## src/rtl/regfile_wb_arbiter.sv

```systemverilog
// Write-back arbiter for alu/mac/ldr into a single register-file write port, with a pending-write scoreboard.
// Define REGFILE_WB_RR_EN for round-robin arbitration; otherwise fixed priority alu > mac > ldr.
module regfile_wb_arbiter (
  input  logic        clock,
  input  logic        reset,
  input  logic        alu_valid,
  output logic        alu_ready,
  input  logic [3:0]  alu_reg,
  input  logic [31:0] alu_data,
  input  logic        alu_flag_we,
  input  logic [3:0]  alu_nzcv,
  input  logic        mac_valid,
  output logic        mac_ready,
  input  logic [3:0]  mac_reg,
  input  logic [31:0] mac_data,
  input  logic        mac_flag_we,
  input  logic [3:0]  mac_nzcv,
  input  logic        ldr_valid,
  output logic        ldr_ready,
  input  logic [3:0]  ldr_reg,
  input  logic [31:0] ldr_data,
  input  logic        rsv_valid,
  input  logic [3:0]  rsv_reg,
  output logic        regwrite,
  output logic [3:0]  write_reg,
  output logic [31:0] write_data,
  output logic        flag_we,
  output logic [3:0]  nzcv,
  output logic        pc_load,
  output logic [15:0] busy,
  output logic        rsv_conflict
);

  logic [2:0]  valid_w;
  logic [2:0]  grant;
  logic        accept;
  logic [3:0]  reg_sel;
  logic [31:0] data_sel;
  logic        fwe_sel;
  logic [3:0]  nzcv_sel;
  logic [15:0] busy_d;

  logic        regwrite_q;
  logic [3:0]  write_reg_q;
  logic [31:0] write_data_q;
  logic        flag_we_q;
  logic [3:0]  nzcv_q;
  logic        pc_load_q;
  logic [15:0] busy_q;
  logic        rsv_conflict_q;

  assign valid_w = {ldr_valid, mac_valid, alu_valid};

`ifdef REGFILE_WB_RR_EN
  // ptr_q names the requester that gets first look this cycle (0=alu, 1=mac, 2=ldr)
  logic [1:0] ptr_q;
  logic [1:0] ptr_d;

  always_comb begin
    grant = 3'b000;
    if (!reset) begin
      unique case (ptr_q)
        2'd1: begin
          if (valid_w[1])      grant = 3'b010;
          else if (valid_w[2]) grant = 3'b100;
          else if (valid_w[0]) grant = 3'b001;
        end
        2'd2: begin
          if (valid_w[2])      grant = 3'b100;
          else if (valid_w[0]) grant = 3'b001;
          else if (valid_w[1]) grant = 3'b010;
        end
        default: begin
          if (valid_w[0])      grant = 3'b001;
          else if (valid_w[1]) grant = 3'b010;
          else if (valid_w[2]) grant = 3'b100;
        end
      endcase
    end
  end

  always_comb begin
    ptr_d = ptr_q;
    if (grant[0])      ptr_d = 2'd1;
    else if (grant[1]) ptr_d = 2'd2;
    else if (grant[2]) ptr_d = 2'd0;
  end

  always_ff @(posedge clock) begin
    if (reset) ptr_q <= 2'd0;
    else       ptr_q <= ptr_d;
  end
`else
  always_comb begin
    grant = 3'b000;
    if (!reset) begin
      if (valid_w[0])      grant = 3'b001;
      else if (valid_w[1]) grant = 3'b010;
      else if (valid_w[2]) grant = 3'b100;
    end
  end
`endif

  assign accept    = |grant;
  assign alu_ready = grant[0];
  assign mac_ready = grant[1];
  assign ldr_ready = grant[2];

  always_comb begin
    reg_sel  = alu_reg;
    data_sel = alu_data;
    fwe_sel  = alu_flag_we;
    nzcv_sel = alu_nzcv;
    if (grant[1]) begin
      reg_sel  = mac_reg;
      data_sel = mac_data;
      fwe_sel  = mac_flag_we;
      nzcv_sel = mac_nzcv;
    end else if (grant[2]) begin
      reg_sel  = ldr_reg;
      data_sel = ldr_data;
      fwe_sel  = 1'b0;
      nzcv_sel = nzcv_q;
    end
  end

  // Clear on write-back first so a same-edge reservation of that index keeps it set.
  always_comb begin
    busy_d = busy_q;
    if (accept)    busy_d[reg_sel] = 1'b0;
    if (rsv_valid) busy_d[rsv_reg] = 1'b1;
  end

  always_ff @(posedge clock) begin
    if (reset) begin
      regwrite_q     <= 1'b0;
      write_reg_q    <= 4'h0;
      write_data_q   <= 32'h0;
      flag_we_q      <= 1'b0;
      nzcv_q         <= 4'h0;
      pc_load_q      <= 1'b0;
      busy_q         <= 16'h0000;
      rsv_conflict_q <= 1'b0;
    end else begin
      regwrite_q     <= accept;
      flag_we_q      <= accept & fwe_sel;
      pc_load_q      <= accept && (reg_sel == 4'hF);
      rsv_conflict_q <= rsv_valid & busy_q[rsv_reg];
      busy_q         <= busy_d;
      if (accept) begin
        write_reg_q  <= reg_sel;
        write_data_q <= data_sel;
      end
      // nzcv only moves on an actual flag write; otherwise it holds the last flags
      if (accept && fwe_sel) nzcv_q <= nzcv_sel;
    end
  end

  assign regwrite     = regwrite_q;
  assign write_reg    = write_reg_q;
  assign write_data   = write_data_q;
  assign flag_we      = flag_we_q;
  assign nzcv         = nzcv_q;
  assign pc_load      = pc_load_q;
  assign busy         = busy_q;
  assign rsv_conflict = rsv_conflict_q;

endmodule

```

## config.mk

```make
export PLATFORM = sky130hd
export DESIGN_NAME = regfile_wb_arbiter
export DESIGN_NICKNAME = d
export VERILOG_FILES = /design/src/rtl/regfile_wb_arbiter.sv
export SDC_FILE = /design/constraint.sdc
export NUM_CORES = 1
export LEC_CHECK = 0
export ABC_AREA = 1
export CAP_MARGIN = 10
export CELL_PAD_IN_SITES_DETAIL_PLACEMENT = 0
export CELL_PAD_IN_SITES_GLOBAL_PLACEMENT = 1
export CORE_MARGIN = 3
export CORE_UTILIZATION = 23
export DETAILED_ROUTE_END_ITERATION = 12
export PLACE_DENSITY_LB_ADDON = 0.08
export SYNTH_ARGS = -nofsm -noshare
export SYNTH_HDL_FRONTEND = slang
export SYNTH_SLANG_ARGS = --single-unit
export TNS_END_PERCENT = 1
```

## constraint.sdc

```tcl
create_clock -name clock -period 1.3 [get_ports clock]
set_clock_uncertainty 0.1 [all_clocks]
set_input_delay 0.13 -clock clock [delete_from_list [all_inputs] [get_ports clock]]
set_output_delay 0.13 -clock clock [all_outputs]
set_load 0.05 [all_outputs]
```

# --- After elaboration in Yosys (flattened, before gate mapping) ---
# Index checks and enable logic that the tools add are counted.
totals:
  in_bits: 128
  output_inout_bits: 63
  regBits: 60
  elab_cells: 45
classes:
  magnitude_cmp: 4
  n_reduce_logical: 6
  bitwise_logic: 5
  n_mux: 20
  n_eq_ne: 2
ops:
  columns: ["op", "n"]
  rows:
  - ["$mux W32", 2]
  - ["$mux W16", 2]
  - ["$and A16 B16 Y16", 1]
  - ["$mux W4", 4]
  - ["$not A16 Y16", 1]
  - ["$or A16 B16 Y16", 1]
  - ["$mux W3", 4]
  - ["$lt A4 B5 Y1 const B", 2]
  - ["$demux W1 S4", 2]
  - ["$ge A4 B1 Y1 const B", 2]
  - ["$mux W1", 5]
  - ["$bmux W1 S4", 1]
  - ["$eq A4 B4 Y1 const B", 1]
  - ["$logic_and A1 B1 Y1", 4]
  - ["$reduce_or A3 Y1", 1]
  - ["$and A1 B1 Y1", 2]
  - ["$ne A2 B2 Y1 const B", 1]
  - ["$reduce_and A2 Y1", 1]

# --- Longest topological paths before layout ---
# Gate-level depths: netlist (run 1).
logic_depth:
  depth_word: 15
  mapped_depth: 12
  depth_no_buf: 11

# --- Least setup slack after synthesis (run 1) ---
# OpenSTA, ideal clock, no wires.
synth_path:
  kind: "input to output"
  from: "input port reset"
  to: "output port alu_ready"
  path_buffers: 2
  slack_ns: -0.038
  arrival_time_ns: 1.108
  required_time_ns: 1.070
  cell_stages: 3
  path_cell_list: "buf_6 > clkbuf_1 > nor2_1"
synth_between:
  elab_chain_len: 1
synth_lines:
  columns: ["element", "line", "rtl"]
  rows:
  - ["from (decl)", "5", "input logic reset,"]
  - ["$mux W3", "96", "if (!reset) begin"]
  - ["to (decl)", "7", "output logic alu_ready,"]
# No other way between the ends.

# --- Worst setup path in the final report (run 1) ---
layout_path:
  from: "input port alu_valid"
  to: "output port ldr_ready"
layout_between:
  elab_chain_len: 2
layout_lines:
  columns: ["element", "line", "rtl"]
  rows:
  - ["from (decl)", "6", "input logic alu_valid,"]
  - ["$mux W3", "97", "if (valid_w[0]) grant = 3'b001;"]
  - ["$mux W3", "96", null]
  - ["to (decl)", "19", "output logic ldr_ready,"]
# No other way between the ends.

==> impl_metrics.env, run 1 <==
export IMPL_status="finished clean"
export IMPL_setup_viol=0
export IMPL_cts_root_buf="clkbuf_16"
export IMPL_syn_to_final_growth_pct=108
export IMPL_final_cell_mix="121 x clkdlybuf4s50_1, 101 x nand2_1, 66 x buf_12"
export IMPL_io_pins=191
export IMPL_grt_overflow=0
export IMPL_rows=42
export IMPL_rsz0062_at_grt="yes"
export IMPL_vias_per_cell=4.59
export IMPL_first_iter_violations=178
export IMPL_cts_tree="built"
export IMPL_syn_avg_cell_area_um2=7.29
export IMPL_netlist_area_mm2=0.00321
export IMPL_postSynthCellCount=440
export IMPL_avgRoutedWirePerCell_um=15.4
export IMPL_num_vias=3887
export IMPL_r2r_setup_slack_ns=0.17
export IMPL_core_mm2=0.0135
export IMPL_fill_cells=1391
export IMPL_hp_start="rsv_reg[1]"
export IMPL_clock_sinks=60
export IMPL_hpwlAfterDp_um=9940
export IMPL_ys_ff_latch=60
export IMPL_critical_path_most_common_cell="buf_12"
export IMPL_use_met1=0.207
export IMPL_die_w_um=124
export IMPL_ys_async_sr_fraction=0
export IMPL_yosysWarnings=0
export IMPL_slew_headroom=0.728
export IMPL_clk_pin_slew_ns=0.05
export IMPL_finalWeightedCongestion=0.821
export IMPL_wirelength_um=13100
export IMPL_met2_usage=0.282
export IMPL_final_common_cell="clkdlybuf4s50_1"
export IMPL_drv_cap=0
export IMPL_worst_r2r_startpoint="busy[0]$_SDFF_PP0_"
export IMPL_synthFlopType="dfxtp_1"
export IMPL_antennaDiodeCount=0
export IMPL_clock_latency_ns=0.33
export IMPL_grt_pass1_wl_um=20400
export IMPL_path_cells="buf_2 -> nor2_4 -> nand2_4 -> buf_6 -> clkinvlp_4 -> buf_12 -> buf_12"
export IMPL_hold_class="in -> reg"
export IMPL_grt_pass1_vias=3914
export IMPL_cts_max_level=3
export IMPL_cellPowerDensity_mw_per_mm2=948
export IMPL_top_usage_layer="met2"
export IMPL_synth_edf_count=0
export IMPL_critPathTopFamily="buffers and inverters"
export IMPL_antenna_found_initial=0
export IMPL_crit_arrival_ns=1.01
export IMPL_peakVddDrop_mv=0.643
export IMPL_post_route_min_period_ns=1.24
export IMPL_hold_depth=5
export IMPL_regToRegEndpoint="rsv_conflict$_SDFF_PP0_"
export IMPL_drcViolationCount=0
export IMPL_fin_setup_tns_ns=0
export IMPL_ff2ff_path_depth=6
export IMPL_fp_dieArea_mm2=0.0154
export IMPL_die_h_um=124
export IMPL_ys_seq_area_frac=0.375
export IMPL_hold_buffers=0
export IMPL_max_stage_delay_ns=0.18
export IMPL_clockBufferDepth=2
export IMPL_post_place_ws_ns=-0.729
export IMPL_largest_reg_flops=32
export IMPL_worstMarginPinSlew_ns=0.409
export IMPL_drv_slew=0
export IMPL_dp_cells=816
export IMPL_nNetsFinal=793
export IMPL_max_freq_mhz=804
export IMPL_start_util=0.238
export IMPL_utilization=0.496
export IMPL_p_leak_uw=0.00260
export IMPL_path_buf_inv=5
export IMPL_drive_above_1_share=0.275
export IMPL_met3_usage=0.0681
export IMPL_drt_pass1_iterations=4
export IMPL_holdPathEnd="busy[15]$_SDFF_PP0_"
export IMPL_required_ns=1.07
export IMPL_cp_end_kind="primary output"
export IMPL_critPathKind="in -> out"
export IMPL_hold_viol_final=0
export IMPL_io_buffers=190
export IMPL_instances_no_fill=846
export IMPL_crit_path_start_kind="primary input"
export IMPL_syn_nets=568
export IMPL_grt_usage=0.174
export IMPL_cts_buffers=9
export IMPL_yosysUniqueCellTypes=27
export IMPL_cpMaxStageDelayCell="nor2_4"
export IMPL_ant_nets=0
export IMPL_period_share=0.957
export IMPL_crit_path_max_fanout=5
export IMPL_grt_max_degree=41
export IMPL_layout_setup_ws_ns=0.0561
## stage by stage
stage	total power [µW]	instance area, µm²	hold WS (ns)
global placement	4120	6110	0.406
detailed placement	4120	6110	0.413
finish	6330	6680	0.213
CTS	6390	6570	0.249
global route	6640	6680	0.239
floorplan	2940	3210	0.191
## metal layers
layer	routed length (µm)	share of wire
met5	0	0
met4	302	0.023
met2	5980	0.46
met3	1370	0.10
met1	5410	0.41
## worst max-delay path by stage
stage               start                         to  slack (ns)  cells past startpoint
2_1_floorplan       reset       nzcv[0]$_SDFFE_PP0P_       0.002                      8
3_3_place_gp        reset  write_reg[2]$_SDFFE_PP0N_       -0.71                      9
3_5_place_dp        reset         busy[4]$_SDFF_PP0_       -0.73                      9
4_1_cts        rsv_reg[1]    rsv_conflict$_SDFF_PP0_       0.002                      9
5_1_grt         alu_valid         busy[2]$_SDFF_PP0_       -0.04                     10
6_report        alu_valid                  ldr_ready        0.06                      7
## final cells by class
class | instances | area [µm²] | share of cell area
clock buffers | 14 | 254 | 0.0380
clock inverters | 2 | 10.0 | 0.00150
inverters | 24 | 101 | 0.0152
multi-input cells | 325 | 1880 | 0.281
flip-flops and latches | 60 | 1200 | 0.180
well taps | 176 | 220 | 0.0330
repair buffers | 245 | 3010 | 0.451
## what timing repair did
item                       in CTS  in global routing
setup endpoints to repair      62                 38
gates resized for setup        37                 30
cloned                          1                  0
pin swaps                       6                  7
buffers inserted               11                  2
## logic make-up (layout without fill, tap and decap cells)
| kind of cell | Yosys count | after routing | synth area share |
|---|---|---|---|
| buf+inv | 55 | 285 | 0.0866 |
| simple gates | 191 | 191 | 0.279 |
| flops | 60 | 60 | 0.375 |
| compound gates | 134 | 134 | 0.260 |
## synth_stat cells (3+ instances only)
master    instances  area share
a31oi_1          36       0.070
nor2_2           10       0.020
o21ai_0          32       0.050
or2_2             3      0.0059
nand2_2           4      0.0078
o21ai_1           4      0.0062
inv_1            22       0.026
buf_6             4       0.014
or2_0            30       0.059
clkbuf_1         10       0.012
nand2_1         108        0.13
buf_2            11       0.017
nand3_1          18       0.028
o211ai_1         36       0.084
dfxtp_1          60        0.37
nor2_1           12       0.014
a22oi_1           8       0.019
buf_4             6       0.014
a21oi_1          16       0.025
## worst register-to-register path: stages, from the launching register on
cell     delay, ns
dfxtp_1       0.36
a22oi_1       0.20
nand2_1       0.08
nand2_1       0.06
nand2_1       0.07
nor2_1        0.10
nor3_1        0.05
## power breakdown
group | leakage [µW] | total (µW) | switching, µW | internal, µW
clock | 0.000131 | 2170 | 836 | 1340
sequential | 0.000494 | 2100 | 127 | 1970
combinational | 0.00198 | 2060 | 985 | 1080
total | 0.00260 | 6330 | 1950 | 4380
Power figures use the tool's default switching activity.
==> inputs of run 2 (changes only) <==
--- a/config.mk
+++ b/config.mk
@@ -13,6 +13,7 @@
 export CORE_UTILIZATION = 23
 export DETAILED_ROUTE_END_ITERATION = 12
 export PLACE_DENSITY_LB_ADDON = 0.08
+export SKIP_LAST_GASP = 1
 export SYNTH_ARGS = -nofsm -noshare
 export SYNTH_HDL_FRONTEND = slang
 export SYNTH_SLANG_ARGS = --single-unit
==> run 2 against run 1 <==
Die area unchanged. Flip-flop and latch count unchanged. Highest routed layer unchanged. Fmax down 1.2%.
==> impl_metrics.env, run 2 (synthesis results as in run 1) <==
export IMPL_status="finished clean"
export IMPL_post_route_min_period_ns=1.26
export IMPL_clock_sinks=60
export IMPL_finalWeightedCongestion=0.821
export IMPL_grt_pass1_wl_um=20400
export IMPL_dp_cells=816
export IMPL_max_stage_delay_ns=0.18
export IMPL_cp_end_kind="primary output"
export IMPL_peakVddDrop_mv=0.610
export IMPL_worstMarginPinSlew_ns=0.409
export IMPL_grt_max_degree=41
export IMPL_antenna_found_initial=0
export IMPL_rsz0062_at_grt="yes"
export IMPL_drv_cap=0
export IMPL_path_cells="buf_4 -> nor2_4 -> nand2_4 -> buf_6 -> clkinvlp_4 -> buf_12 -> buf_12"
export IMPL_core_mm2=0.0135
export IMPL_r2r_setup_slack_ns=0.17
export IMPL_required_ns=1.07
export IMPL_critical_path_most_common_cell="buf_12"
export IMPL_vias_per_cell=4.59
export IMPL_hold_viol_final=0
export IMPL_grt_overflow=0
export IMPL_grt_pass1_vias=3913
export IMPL_slew_headroom=0.727
export IMPL_drv_slew=0
export IMPL_regToRegEndpoint="rsv_conflict$_SDFF_PP0_"
export IMPL_start_util=0.238
export IMPL_critPathKind="in -> out"
export IMPL_io_buffers=190
export IMPL_cts_root_buf="clkbuf_16"
export IMPL_clk_pin_slew_ns=0.05
export IMPL_die_h_um=124
export IMPL_clockBufferDepth=2
export IMPL_io_pins=191
export IMPL_syn_to_final_growth_pct=109
export IMPL_largest_reg_flops=32
export IMPL_period_share=0.969
export IMPL_cts_buffers=9
export IMPL_nNetsFinal=793
export IMPL_first_iter_violations=162
export IMPL_hold_class="in -> reg"
export IMPL_grt_usage=0.174
export IMPL_wirelength_um=13100
export IMPL_antennaDiodeCount=0
export IMPL_drive_above_1_share=0.273
export IMPL_fill_cells=1389
export IMPL_drt_pass1_iterations=4
export IMPL_die_w_um=124
export IMPL_hold_depth=5
export IMPL_ant_nets=0
export IMPL_fp_dieArea_mm2=0.0154
export IMPL_p_leak_uw=0.00260
export IMPL_setup_viol=0
export IMPL_ff2ff_path_depth=6
export IMPL_rows=42
export IMPL_holdPathEnd="busy[15]$_SDFF_PP0_"
export IMPL_cts_tree="built"
export IMPL_drcViolationCount=0
export IMPL_final_cell_mix="121 x clkdlybuf4s50_1, 101 x nand2_1, 65 x buf_12"
export IMPL_critPathTopFamily="buffers and inverters"
export IMPL_cts_max_level=3
export IMPL_crit_path_max_fanout=5
export IMPL_utilization=0.497
export IMPL_instances_no_fill=846
export IMPL_hpwlAfterDp_um=9940
export IMPL_final_common_cell="clkdlybuf4s50_1"
export IMPL_path_buf_inv=5
export IMPL_max_freq_mhz=794
export IMPL_crit_arrival_ns=1.03
export IMPL_crit_path_start_kind="primary input"
export IMPL_cellPowerDensity_mw_per_mm2=946
export IMPL_hp_start="rsv_reg[1]"
export IMPL_clock_latency_ns=0.33
export IMPL_worst_r2r_startpoint="busy[0]$_SDFF_PP0_"
export IMPL_cpMaxStageDelayCell="nor2_4"
export IMPL_avgRoutedWirePerCell_um=15.5
export IMPL_num_vias=3886
export IMPL_hold_buffers=0
## run 2: cell count changes in the layout (fill, tap and decap cells not counted)
| cell | before | now |
|---|---|---|
| buf_12 | 66 | 65 |
| buf_2 | 3 | 2 |
| buf_4 | 44 | 43 |
| buf_6 | 7 | 8 |
| buf_8 | 0 | 2 |
| clkbuf_2 | 1 | 0 |
| clkdlybuf4s15_1 | 0 | 1 |
## run 2: routing by layer
| metal | global-route usage | routed length [µm] |
|---|---|---|
| met2 | 0.282 | 6020 |
| met5 | 0 | 0 |
| met3 | 0.0681 | 1390 |
| met4 | 0.0712 | 302 |
| met1 | 0.207 | 5400 |
## run 2: area by class of cell
type	count	area, µm²	share of cell area
flip-flops and latches	60	1200	0.180
clock buffers	14	254	0.0380
inverters	24	101	0.0151
well taps	176	220	0.0329
multi-input cells	325	1880	0.280
clock inverters	2	10.0	0.00150
repair buffers	245	3030	0.453
## run 2: power by group
part | total (µW) | leakage [µW] | switching [µW] | internal (µW)
Combinational | 2070 | 0.00198 | 986 | 1080
Sequential | 2100 | 0.000494 | 127 | 1970
Clock | 2170 | 0.000131 | 833 | 1340
Total | 6330 | 0.00260 | 1950 | 4380
## run 2: worst register-to-register path, delay by kind of cell, from the launching register on
family          cells  cell delay [ns]
compound gates      1             0.20
flops               1             0.36
simple gates        5             0.36
## run 2: per-stage QoR
step | hold WS [ns] | total power, µW | TNS, ns | area, µm² | setup WS (ns)
after floorplan | 0.191 | 2940 | 0 | 3210 | 0.00157
after global placement | 0.406 | 4120 | -38.40 | 6110 | -0.711
after detailed placement | 0.413 | 4120 | -39.13 | 6110 | -0.729
after CTS | 0.254 | 6390 | -0.450 | 6580 | -0.0535
after global routing | 0.239 | 6640 | -0.297 | 6690 | -0.0429
final | 0.214 | 6330 | 0 | 6690 | 0.0408
## run 2: worst max-delay path by stage
stage                     depth (start not counted)  startpoint                          end
after floorplan                                   8       reset         nzcv[0]$_SDFFE_PP0P_
after global placement                            9       reset    write_reg[2]$_SDFFE_PP0N_
after detailed placement                          9       reset           busy[4]$_SDFF_PP0_
after CTS                                         8   ldr_valid                    ldr_ready
after global routing                              8       reset  write_data[11]$_SDFFE_PP0N_
final                                             7       reset                    ldr_ready
## run 2: what timing repair did
item,CTS,global route
resized for setup,30,39
pin swaps,6,11
gates cloned,1,0
setup buffers,11,2
setup endpoints to repair,62,59
==> patch 1: new RTL, settings of run 2 <==
Build with the macro `REGFILE_WB_RR_EN` defined.
--- a/src/rtl/regfile_wb_arbiter.sv
+++ b/src/rtl/regfile_wb_arbiter.sv
@@ -1,5 +1,7 @@
 // Write-back arbiter for alu/mac/ldr into a single register-file write port, with a pending-write scoreboard.
 // Define REGFILE_WB_RR_EN for round-robin arbitration; otherwise fixed priority alu > mac > ldr.
+`define REGFILE_WB_RR_EN
+
 module regfile_wb_arbiter (
   input  logic        clock,
   input  logic        reset,
Formal check against the unedited RTL: not equivalent (Yosys sat finds a counterexample within 4 cycles, from zero or initial values and one cycle with reset high).
==> patch 1 against run 2 <==
The flow now finishes with violations (negative setup slack). Critical path type is now flip-flop to flip-flop. Area after synthesis up 5.0%. Power grew 24%. Routed wire length grew 13%. Combinational power up 55%. Highest routed layer unchanged. Via count rose by 11%. Setup slack got worse by 0.81 ns. Sequential cell count increased by 2. Design area up 4.2%.
==> patch 1: results (changes against run 2) <==
stage	metric	value	unit	change
place	gp_congestion	0.847		+3.2%
cells_and_area	inv_count	28		+17%
outcome	violations	negative setup slack		
synth	synth_compound_area_frac	0.222		-0.0376
cells_and_area	drive_above_1_share	0.279		+0.00626
route	drt_iter0_markers	198		+22%
cells_and_area	n_clock_buffer	13		-1
outcome	outcome	complete, but fails checks		
synth	synth_area_leaders	dfxtp_1, nand2_1, nand3_1		
sta	worst_slack	-0.770	ns	-0.811 ns
cells_and_area	n_fill_cell	1330		-4.2%
synth	ys_top_cells_by_count	nand2_1, dfxtp_1, nand3_1		
sta	hold_slack	0.262	ns	+0.0482 ns
cells_and_area	design.seq.count	62		+3.3%
setup_path	worst_path_max_delay_cell	dfxtp_2		
setup_path	path_class	flip-flop to flip-flop		
hold_path	hold_start	mac_data[9]		
cells_and_area	finalNonFillerCells	903		+6.7%
global_route	grt_max_degree	53		+29%
cells_and_area	num-nonclk-buffers	261		+6.5%
place	dpl_cell_area	6550	um2	+7.1%
place	placed_cells_incl_taps	884		+8.3%
route	route.vias.total	4319		+11%
hold_path	hold_depth	3		-2
global_route	met3_usage	0.0531		-0.0151
setup_path	crit_fanout	8		+3
global_route	grt_util_all_layers	0.186		+0.0118
synth	synth_adder_area_share	0.00744		+0.00744
cells_and_area	nNetsFinal	849		+7.1%
cells_and_area	final-clk-cell-share	0.0411		+0.00165
synth	syn_nets	608		+7.0%
sta	setup_viol	64		+64
power_and_ir_drop	ir_drop	0.000747	V	+23%
synth	ys_types	32		+19%
-- patch 1: what timing repair did --
item,CTS,global route
resized for setup,14,12
buffers inserted,2,1
gates cloned,0,1
setup endpoints to repair,64,65
pin swaps,2,8
-- patch 1: worst max-delay path, delay by kind of cell (launching register included) --
kind | cells | cell delay [ns]
compound gates | 2 | 0.23
fa+ha+maj | 1 | 0.27
buf+inv | 2 | 0.24
flops | 1 | 0.33
simple gates | 6 | 0.76
-- patch 1: cell families (layout without fill, tap and decap cells) --
logic type / after synthesis / after routing
AOI/OAI and AO/OA: 119 / 119
and+or+nand+nor: 236 / 236
adders and majority gates: 2 / 2
buffers and inverters: 59 / 304
DFF: 62 / 62
-- patch 1: per-layer routing --
metal / wire, um / part of all wire
met1: 6550 / 0.44
met2: 7110 / 0.48
met3: 962 / 0.065
met4: 182 / 0.012
met5: 0 / 0
-- patch 1: power by group --
part           total (uW)  internal (uW)  switching [uW]
Sequential           2310           2110             199
Combinational        3200           1580            1620
Clock                2320           1440             884
Total                7830           5120            2710
==> patch 2: new RTL, flow settings as in run 2 <==
Without the edit above. Register the output `flag_we` once more, cleared by the reset; this adds one clock of latency there. The other outputs are not delayed to match.
--- a/src/rtl/regfile_wb_arbiter.sv
+++ b/src/rtl/regfile_wb_arbiter.sv
@@ -159,7 +159,13 @@
   assign regwrite     = regwrite_q;
   assign write_reg    = write_reg_q;
   assign write_data   = write_data_q;
-  assign flag_we      = flag_we_q;
+  always_ff @(posedge clock) begin
+    if (reset) begin
+      flag_we <= '0;
+    end else begin
+      flag_we <= flag_we_q;
+    end
+  end
   assign nzcv         = nzcv_q;
   assign pc_load      = pc_load_q;
   assign busy         = busy_q;
Formal check against the unedited RTL: not equivalent (a bounded check fails within 4 cycles, from zero or initial values and one cycle with reset high).
==> patch 2 against run 2 <==
Sequential cell count is 1 higher. Worst hold slack better by 0.021 ns. Fmax decreased by 1.2%. Area after synthesis grew 0.20%. Die area is 0.19% higher. Sequential share of layout area up 0.16 points. Setup slack got worse by 0.015 ns. Critical path depth increased by 1. Register-to-register slack improved by 0.03 ns. Power up 1.2%. Routed wire length up 1.1%. Design area grew 0.77%. Largest cell class unchanged.
==> patch 2: results (changes against run 2) <==
stage	metric	value	unit	change
synth	ys_async_sr_fraction	0		unchanged
synth	synth_area_leaders	dfxtp_1, nand2_1, o211ai_1		
global_route	met3_usage	0.0631		-0.00500
route	drt_iter0_markers	129		-20%
synth	ys_warn_count	0		unchanged
global_route	grt_pass1_wl	20500	um	+0.81%
cts	clock_path_buffers	2		unchanged
cells_and_area	finalNonFillerCells	850		+0.47%
power_and_ir_drop	ir_drop	0.000528	V	-13%
synth	ys_top_cells_by_count	nand2_1, dfxtp_1, a31oi_1, o211ai_1, o21ai_0		
outcome	outcome	completed		
cells_and_area	drive_above_1_share	0.267		-0.00607
cts	clockRootBuffer	clkbuf_16		
global_route	use_met2	0.289		+0.00676
place	pre_cts_slack	-0.774	ns	-0.0456 ns
hold_path	hp-class	input pin to flip-flop		
place	place_hpwl	10100	um	+2.1%
setup_path	crit_fanout	5		unchanged
sta	relSlewSlack	0.728		about the same
place	gp_congestion	0.804		-2.1%
power_and_ir_drop	leakagePower	0.00264	uW	+1.2%
place	placed_cells_incl_taps	823		+0.86%
global_route	grt_util_all_layers	0.173		-0.00106
global_route	grt_pass1_vias	3904		-0.23%
synth	ys_types	27		unchanged
global_route	busiest_layer	met2		
route	via_per_inst	4.55		-0.91%
place	io_buffers	190		unchanged
synth	synth_area_per_cell	7.25	um2	-0.48%
synth	syn_nets	571		+0.53%
cts	clkSlewWorstSetupHoldPaths	0.05	ns	about the same
global_route	antenna_found_initial	0		unchanged
cts	clk_latency	0.32	ns	
global_route	grtUsageMet1	0.210		+0.00328
synth	ys_seq_area_frac	0.380		+0.00550
setup_path	critical_path_arrival	1.04	ns	
global_route	grt_max_degree	41		unchanged
route	drt_pre_antenna_iters	4		unchanged
cells_and_area	nNetsFinal	797		+0.50%
route	drt-total-wl	13300	um	+1.1%
==> patch 2: area by class of cell <==
cell class | instances | area (um2)
well taps | 176 | 220
flip-flops and latches | 61 | 1220
multi-input cells | 326 | 1880
clock inverters | 1 | 5.00
fillers | 1342 | 6710
repair buffers | 246 | 3050
inverters | 25 | 106
clock buffers | 15 | 268
==> patch 2: power by group <==
group          internal, uW  total [uW]  switching (uW)
logic                  1090        2080             988
registers              2000        2130             132
clock network          1390        2190             799
total                  4490        6400            1920
==> patch 2: what timing repair did <==
action,4_1_cts,5_1_grt
endpoints found under the setup margin,61,33
pin swaps,7,10
gates cloned,0,0
buffers inserted,10,1
resized for setup,42,28
hold endpoints to repair,0,0
==> patch 2: cells by family after synthesis <==
| group | Yosys count | synth area share |
|---|---|---|
| simple gates | 192 | 0.279 |
| compound gates | 134 | 0.259 |
| flops | 61 | 0.380 |
| buf+inv | 56 | 0.0818 |
==> patch 2: final timing paths <==
check	cells past startpoint	slack, ns	to	start
setup / recovery	8	0.03	ldr_ready	ldr_valid
hold / removal	4	0.24	busy[11]	reset
setup reg to reg	6	0.20	rsv_conflict	busy[1]
hold reg to reg	2	0.31	flag_we	flag_we_q
==> patch 2: stage by stage <==
stage	instance area [um2]	util
5_1_grt	6740	0.501
6_report	6740	0.501
2_1_floorplan	3210	-
3_5_place_dp	6180	0.459
3_3_place_gp	6180	0.459
4_1_cts	6650	0.494
==> patch 2: critical path, cell delays in order <==
cell and delay [ns]:
clkdlybuf4s15_1 0.18, inv_2 0.05, nor2_4 0.16, nand2_8 0.09, buf_12 0.15, inv_8 0.05, buf_12 0.10, buf_12 0.13
==> patch 2: metal layers <==
metal,share of wire,routed length [um]
met1,0.40,5340
met2,0.48,6420
met3,0.10,1350
met4,0.011,142
met5,0,0
